==> config.mk <==
export PLATFORM = sky130hd
export DESIGN_NAME = pll_phase_ctrl_flat
export DESIGN_NICKNAME = d
export VERILOG_FILES = /design/src/rtl/pll_phase_ctrl_if.sv /design/src/rtl/pll_phase_ctrl.sv /design/src/flat_wrapper.sv
export SDC_FILE = /design/constraint.sdc
export NUM_CORES = 1
export LEC_CHECK = 0
export BUFFER_PORTS_ARGS = -buffer_cell sky130_fd_sc_hd__buf_2
export CORE_MARGIN = 2
export CORE_UTILIZATION = 42
export CTS_CLUSTER_SIZE = 28
export DETAILED_ROUTE_END_ITERATION = 16
export GPL_TIMING_DRIVEN = 1
export PLACE_DENSITY = 0.61
export SETUP_SLACK_MARGIN = 0.5
export SLEW_MARGIN = 25
export SYNTH_ARGS = -nofsm -noshare
export SYNTH_HDL_FRONTEND = slang
export SYNTH_SLANG_ARGS = --single-unit
==> constraint.sdc <==
create_clock -name clkin -period 8.5 [get_ports clkin]
set_clock_uncertainty 0.05 [all_clocks]
set_input_delay 1.7 -clock clkin [delete_from_list [all_inputs] [get_ports clkin]]
set_output_delay 1.7 -clock clkin [all_outputs]
set_load 0.02 [all_outputs]
==> src/rtl/pll_phase_ctrl_if.sv <==
// Request channel for pll_phase_ctrl: phase-shift target, direction and step count
// with a valid/ready handshake.
interface pll_phase_ctrl_if;
  logic       valid;
  logic       ready;
  logic [1:0] sel;
  logic       dir;
  logic [3:0] steps;

  modport master (output valid, output sel, output dir, output steps, input ready);
  modport slave  (input valid, input sel, input dir, input steps, output ready);
endinterface

==> src/rtl/pll_phase_ctrl.sv <==
// ECP5 EHXPLLL dynamic phase-shift sequencer with PLL lock supervision.
// Define PLL_PHASE_TRACK_EN to add the per-output signed phase position tracker (phase_pos_o).
module pll_phase_ctrl #(
  parameter int unsigned SETUP_CYC    = 4,
  parameter int unsigned PULSE_CYC    = 4,
  parameter int unsigned GAP_CYC      = 8,
  parameter int unsigned LOCK_SETTLE  = 1024,
  parameter int unsigned LOCK_TIMEOUT = 65535,
  parameter int unsigned CNT_W        = 16
) (
  input  logic             clkin,
  input  logic             rst,
  pll_phase_ctrl_if.slave  req,
  input  logic             pll_lock_i,
  output logic [1:0]       phasesel_o,
  output logic             phasedir_o,
  output logic             phasestep_o,
  output logic             phaseloadreg_o,
  output logic             busy_o,
  output logic             done_o,
  output logic             err_o
`ifdef PLL_PHASE_TRACK_EN
  ,
  output logic [31:0]      phase_pos_o
`endif
);

  typedef enum logic [2:0] {
    StIdle, StSetup, StPulse, StGap, StWaitLock, StDone, StErr
  } state_e;

  localparam logic [CNT_W-1:0] SetupLast   = CNT_W'(SETUP_CYC - 1);
  localparam logic [CNT_W-1:0] PulseLast   = CNT_W'(PULSE_CYC - 1);
  localparam logic [CNT_W-1:0] GapLast     = CNT_W'(GAP_CYC - 1);
  localparam logic [CNT_W-1:0] SettleTgt   = CNT_W'(LOCK_SETTLE);
  localparam logic [CNT_W-1:0] TimeoutLast = CNT_W'(LOCK_TIMEOUT - 1);

  state_e           state_q, state_d;
  logic             sync1_q, lock_s_q;
  logic [CNT_W-1:0] cnt_q, cnt_d;
  logic [CNT_W-1:0] settle_q, settle_d;
  logic [3:0]       remaining_q, remaining_d;
  logic [1:0]       phasesel_q, phasesel_d;
  logic             phasedir_q, phasedir_d;
  logic             err_q, err_d;
  logic             abort_q, abort_d;
  logic             phasestep_q, ready_q, busy_q, done_q;
  logic             accept, in_seq;

  assign accept = req.valid & ready_q;
  assign in_seq = (state_q == StSetup) || (state_q == StPulse) || (state_q == StGap);

  always_comb begin
    state_d     = state_q;
    cnt_d       = cnt_q + CNT_W'(1);
    settle_d    = settle_q;
    remaining_d = remaining_q;
    phasesel_d  = phasesel_q;
    phasedir_d  = phasedir_q;
    err_d       = err_q;
    abort_d     = abort_q;

    unique case (state_q)
      StIdle: begin
        cnt_d = '0;
        if (accept) begin
          phasesel_d  = req.sel;
          phasedir_d  = req.dir;
          remaining_d = req.steps;
          err_d       = 1'b0;
          abort_d     = 1'b0;
          state_d     = (req.steps == 4'd0) ? StDone : StSetup;
        end
      end
      StSetup: begin
        if (cnt_q == SetupLast) begin
          state_d = StPulse;
          cnt_d   = '0;
        end
      end
      StPulse: begin
        if (cnt_q == PulseLast) begin
          state_d     = StGap;
          cnt_d       = '0;
          remaining_d = remaining_q - 4'd1;
        end
      end
      StGap: begin
        if (cnt_q == GapLast) begin
          cnt_d    = '0;
          settle_d = '0;
          state_d  = (remaining_q == 4'd0) ? StWaitLock : StPulse;
        end
      end
      StWaitLock: begin
        settle_d = lock_s_q ? settle_q + CNT_W'(1) : '0;
        // Settling wins over a timeout landing on the same cycle.
        if (lock_s_q && (settle_q + CNT_W'(1) == SettleTgt)) begin
          state_d = abort_q ? StErr : StDone;
        end else if (cnt_q == TimeoutLast) begin
          state_d = StErr;
        end
      end
      StDone, StErr: begin
        state_d = StIdle;
        cnt_d   = '0;
      end
      default: state_d = StIdle;
    endcase

    // Lock loss while stepping discards the rest of the request and waits for relock.
    if (in_seq && !lock_s_q) begin
      state_d     = StWaitLock;
      cnt_d       = '0;
      settle_d    = '0;
      remaining_d = '0;
      abort_d     = 1'b1;
      err_d       = 1'b1;
    end

    if (state_d == StErr) begin
      err_d = 1'b1;
    end
  end

  always_ff @(posedge clkin or posedge rst) begin
    if (rst) begin
      state_q     <= StIdle;
      sync1_q     <= 1'b0;
      lock_s_q    <= 1'b0;
      cnt_q       <= '0;
      settle_q    <= '0;
      remaining_q <= '0;
      phasesel_q  <= '0;
      phasedir_q  <= 1'b0;
      err_q       <= 1'b0;
      abort_q     <= 1'b0;
      phasestep_q <= 1'b0;
      ready_q     <= 1'b0;
      busy_q      <= 1'b0;
      done_q      <= 1'b0;
    end else begin
      state_q     <= state_d;
      sync1_q     <= pll_lock_i;
      lock_s_q    <= sync1_q;
      cnt_q       <= cnt_d;
      settle_q    <= settle_d;
      remaining_q <= remaining_d;
      phasesel_q  <= phasesel_d;
      phasedir_q  <= phasedir_d;
      err_q       <= err_d;
      abort_q     <= abort_d;
      phasestep_q <= (state_d == StPulse);
      // sync1_q is the next value of lock_s_q, so this equals (state==IDLE) & lock_s.
      ready_q     <= (state_d == StIdle) & sync1_q;
      busy_q      <= (state_d != StIdle);
      done_q      <= (state_d == StDone);
    end
  end

  assign req.ready      = ready_q;
  assign phasesel_o     = phasesel_q;
  assign phasedir_o     = phasedir_q;
  assign phasestep_o    = phasestep_q;
  assign phaseloadreg_o = 1'b0;
  assign busy_o         = busy_q;
  assign done_o         = done_q;
  assign err_o          = err_q;

`ifdef PLL_PHASE_TRACK_EN
  logic [31:0] pos_q, pos_d;
  logic        pulse_done;

  // A pulse counts only if it ran its full width without an abort.
  assign pulse_done = (state_q == StPulse) && lock_s_q && (cnt_q == PulseLast);

  always_comb begin
    pos_d = pos_q;
    for (int i = 0; i < 4; i++) begin
      if (pulse_done && (phasesel_q == 2'(i))) begin
        pos_d[i*8 +: 8] = pos_q[i*8 +: 8] + (phasedir_q ? 8'h01 : 8'hff);
      end
    end
  end

  always_ff @(posedge clkin or posedge rst) begin
    if (rst) begin
      pos_q <= '0;
    end else begin
      pos_q <= pos_d;
    end
  end

  assign phase_pos_o = pos_q;
`endif

endmodule
==> src/flat_wrapper.sv <==
// flat-port wrapper written by rule: the top's interface ports become plain ports
module pll_phase_ctrl_flat 
#(
  parameter int unsigned SETUP_CYC    = 4,
  parameter int unsigned PULSE_CYC    = 4,
  parameter int unsigned GAP_CYC      = 8,
  parameter int unsigned LOCK_SETTLE  = 1024,
  parameter int unsigned LOCK_TIMEOUT = 65535,
  parameter int unsigned CNT_W        = 16
)
  (clkin, rst, pll_lock_i, phasesel_o, phasedir_o, phasestep_o, phaseloadreg_o, busy_o, done_o, err_o, req_valid, req_sel, req_dir, req_steps, req_ready);
  pll_phase_ctrl_if req_i ();
  input  logic clkin;
  input  logic rst;
  input  logic pll_lock_i;
  output logic [1:0] phasesel_o;
  output logic phasedir_o;
  output logic phasestep_o;
  output logic phaseloadreg_o;
  output logic busy_o;
  output logic done_o;
  output logic err_o;
  input wire logic [$bits(req_i.valid)-1:0] req_valid;
  input wire logic [$bits(req_i.sel)-1:0] req_sel;
  input wire logic [$bits(req_i.dir)-1:0] req_dir;
  input wire logic [$bits(req_i.steps)-1:0] req_steps;
  output wire logic [$bits(req_i.ready)-1:0] req_ready;
  assign req_i.valid = req_valid;
  assign req_i.sel = req_sel;
  assign req_i.dir = req_dir;
  assign req_i.steps = req_steps;
  assign req_ready = req_i.ready;
  pll_phase_ctrl #(.SETUP_CYC(SETUP_CYC), .PULSE_CYC(PULSE_CYC), .GAP_CYC(GAP_CYC), .LOCK_SETTLE(LOCK_SETTLE), .LOCK_TIMEOUT(LOCK_TIMEOUT), .CNT_W(CNT_W)) u_core (.clkin(clkin), .rst(rst), .req(req_i), .pll_lock_i(pll_lock_i), .phasesel_o(phasesel_o), .phasedir_o(phasedir_o), .phasestep_o(phasestep_o), .phaseloadreg_o(phaseloadreg_o), .busy_o(busy_o), .done_o(done_o), .err_o(err_o));
endmodule
==> key figures <==
Status
  – Run status: finished clean

Drt
  – Routed vias: 2,341
  – Routed Antenna Nets: 0
  – Number of DRC markers in iteration 0: 121
  – DRC Markers: 0
  – Total wire length: around 6000 µm
  – Drt via density: around 5.7
  – Routed length per placed instance: 14.34 µm
  – DR pass1 iterations: 4

Floorplanning
  – Core Footprint: between 6000 and 7000 µm²
  – Die height: between 80 and 90 µm
  – I/O pins: 20
  – Effective utilization at floorplan: about 43%
  – Die width: between 80 and 90 µm
  – Die area: between 7000 and 8000 µm²
  – Num rows: 30

Critical path
  – R2R Setup Slk: approximately 5.4 ns
  – WP data arrival: between 3 and 4 ns
  – CP peak stage delay: around 0.61 ns
  – Crit path required time: 8.65 ns
  – Worst setup EP type: flip-flop
  – Crit path max-delay family: simple AND/OR/NAND/NOR gates
  – Worst Path Buf+Inv: 0
  – Worst path cell trace: ha_1, nand3_1, nor4_1, xnor2_1, nand2_1, or4b_1, a21o_1, and4_1
  – Setup CP Type: flip-flop to flip-flop
  – Worst-path maximum fanout: 9
  – Startpoint class of the critical path: flip-flop
  – Crit-path slowest cell: nor4_1

Timing
  – Final Critical Period: approximately 3.1 ns
  – Setup Total Neg Slack: 0 ns
  – RSZ-0062 raised after global routing: false
  – Max Slew Vio Count: 0
  – Slew @ Worst Pin: approximately 0.73 ns
  – Highest Clock Rate: roughly 0.32 GHz
  – Rel. slew slack: 50.91%
  – Worst hold slack: about 0.34 ns
  – Final hold vios: 0
  – # setup viols final: 0
  – Fin crit share: a little over a third

Cells and area
  – Nets: 350
  – Share of cells above drive strength 1: approximately an eighth
  – N_diodes: 0
  – FILL cells: approximately 660
  – Area Growth Syn to Fin: 7.211%

Synthesis
  – Top cell type's share of synthesized area: a little over two fifths
  – Seq cells post-synth: 50
  – Synth cell count leaders: 50 x dfrtp_1, 42 x nor2_1, 35 x nand2_1
  – Compound-Gate Fraction of Synth Area: between 15 and 20%
  – Synth top area cells: dfrtp_1 43%, nor2_1 5.5%, nand2_1 4.6%
  – Syn Nets: 342
  – Dominant cell by count in the synthesized netlist: dfrtp_1
  – Simple-gate share of the synthesized area: between 20% and 30%
  – Mapped cell area: 2880 µm²
  – YS warnings: 0
  – Yosys cell types: 56
  – Post-Synth Adder-Cell Area: under 10%
  – Ys async rst share: 100.0%
  – Post-synth EDFFs: 0
  – Average size of a mapped cell: between 8 and 9 µm²
  – Post-synthesis xor/xnor area fraction: under 10%
  – Main synth FF type: dfrtp_1
  – Largest family of logic cells by synthesized area: simple AND/OR/NAND/NOR gates
  – Multiplexer share of the synthesized area: less than 1%
  – Seq/Total Area, Yosys: between 40% and 50%
  – Synth Instances: 325
  – Leading area contributor after synthesis: dfrtp_1

Power and ir drop
  – Lkg Pwr: around 1.3 nW
  – PD cells: about 210 nW/µm²
  – Design Power: 0.0006560 W
  – VDD IR max: around 70 µV

GRT
  – GRT Util Overall: about 17%
  – Total gr overflow: 0
  – Vias in the first global route: 2,201
  – First-pass GRT wire length: roughly 10,000 µm
  – Pin count of the biggest net entering global routing: 51
  – Initial antenna violation count: 0

Clock tree
  – Post CTS Setup Buffer Count: 0
  – Hold buffer count at CTS: 0
  – CTS tree: built
  – CTS clk-pin slew, worst paths: roughly 0.10 ns
  – Cts repair resizes: 0
  – CTS root buf: clkbuf_8
  – Num CTS Buffers: 5
  – H-tree levels: 2
  – Clock insertion delay at the later pin of the skew report: 0.30 ns
  – Maximum clock insertion buffer count: 2
  – Clock tree sinks: 50

Place
  – Hpwl dp: 4077 µm
  – Port buffer count: 18
  – RD Place Congestion: approximately 0.8

Min path
  – Worst min path class: flip-flop to flip-flop

Job
  – MaxCap Viol Count: 0
## power breakdown
part / total [W] / switching, W / internal, W
clock: 0.000147 / 0.0000810 / 0.0000656
sequential: 0.000318 / 0.0000422 / 0.000275
combinational: 0.000192 / 0.000124 / 0.0000675
total: 0.000656 / 0.000248 / 0.000408
## final cells by class
type,instances,area (µm²),area share (%)
inverter,11,43.79,1.418
tap,80,100.1,3.241
clock inverter,2,12.51,0.4052
timing repair buffer,18,90.09,2.917
multi-input combinational,247,1508,48.83
sequential,50,1251,40.52
clock buffer,6,82.58,2.674
## routing by layer
| metal | part of all wire [%] | up-vias | GRT usage, % |
|---|---|---|---|
| li1 | - | 1176 | - |
| met1 | 49 | 1115 | 23.59 |
| met2 | 47 | 46 | 27.83 |
| met3 | 2.9 | 4 | 3.143 |
| met4 | 0.74 | 0 | 4.119 |
| met5 | 0 | - | 0 |
## sequential cells by signal (all words and copies together) (netlist names), 2 cells and up
| register | cells |
|---|---|
| u_core.cnt_q | 16 |
| u_core.phasesel_o | 2 |
| u_core.remaining_q | 4 |
| u_core.settle_q | 16 |
| u_core.state_q | 3 |
## cells in the final DEF, fill, tap and decap left out, drive strengths merged, types with 6 or more instances in the layout
master,count
dfrtp,50
nor2,43
nand2,35
o21ai,22
nand3,18
buf,18
nor3,12
o31ai,11
a21oi,11
xor2,11
inv,11
nand4,10
xnor2,7
nor4,6
ha,6
clkbuf,6
## per-stage QoR
stage                     instance area, µm²  utilization [%]  instances  setup slack, ns
after floorplan                         2880                -        325            5.549
after global placement                  2985            44.43        406            5.384
after detailed placement                2988            44.47        406            5.327
after CTS                               3083            45.88        414            5.438
after global routing                    3088            45.96        414            5.187
final                                   3088            45.96        414            5.388
## logic make-up (layout without fill, tap and decap cells)
kind of cell,after synthesis,in the layout
adders and majority gates,6,6
other,1,1
buffers and inverters,28,37
DFF,50,50
and+or+nand+nor,150,150
xor gates and xnor gates,18,18
muxes,1,1
AOI/OAI and AO/OA,71,71
## worst paths after layout
| kind | startpoint | cells past startpoint | endpoint |
|---|---|---|---|
| max | u_core.settle_q[0] | 8 | u_core.req.ready |
| min | u_core.sync1_q | 0 | u_core.lock_s_q |
| max reg2reg | u_core.settle_q[0] | 8 | u_core.req.ready |
| min reg2reg | u_core.sync1_q | 0 | u_core.lock_s_q |
| max in group asynchronous | rst | 2 | u_core.done_o |
| min in group asynchronous | rst | 2 | u_core.cnt_q[13] |
Note: power is estimated with default switching activity, not from simulation.
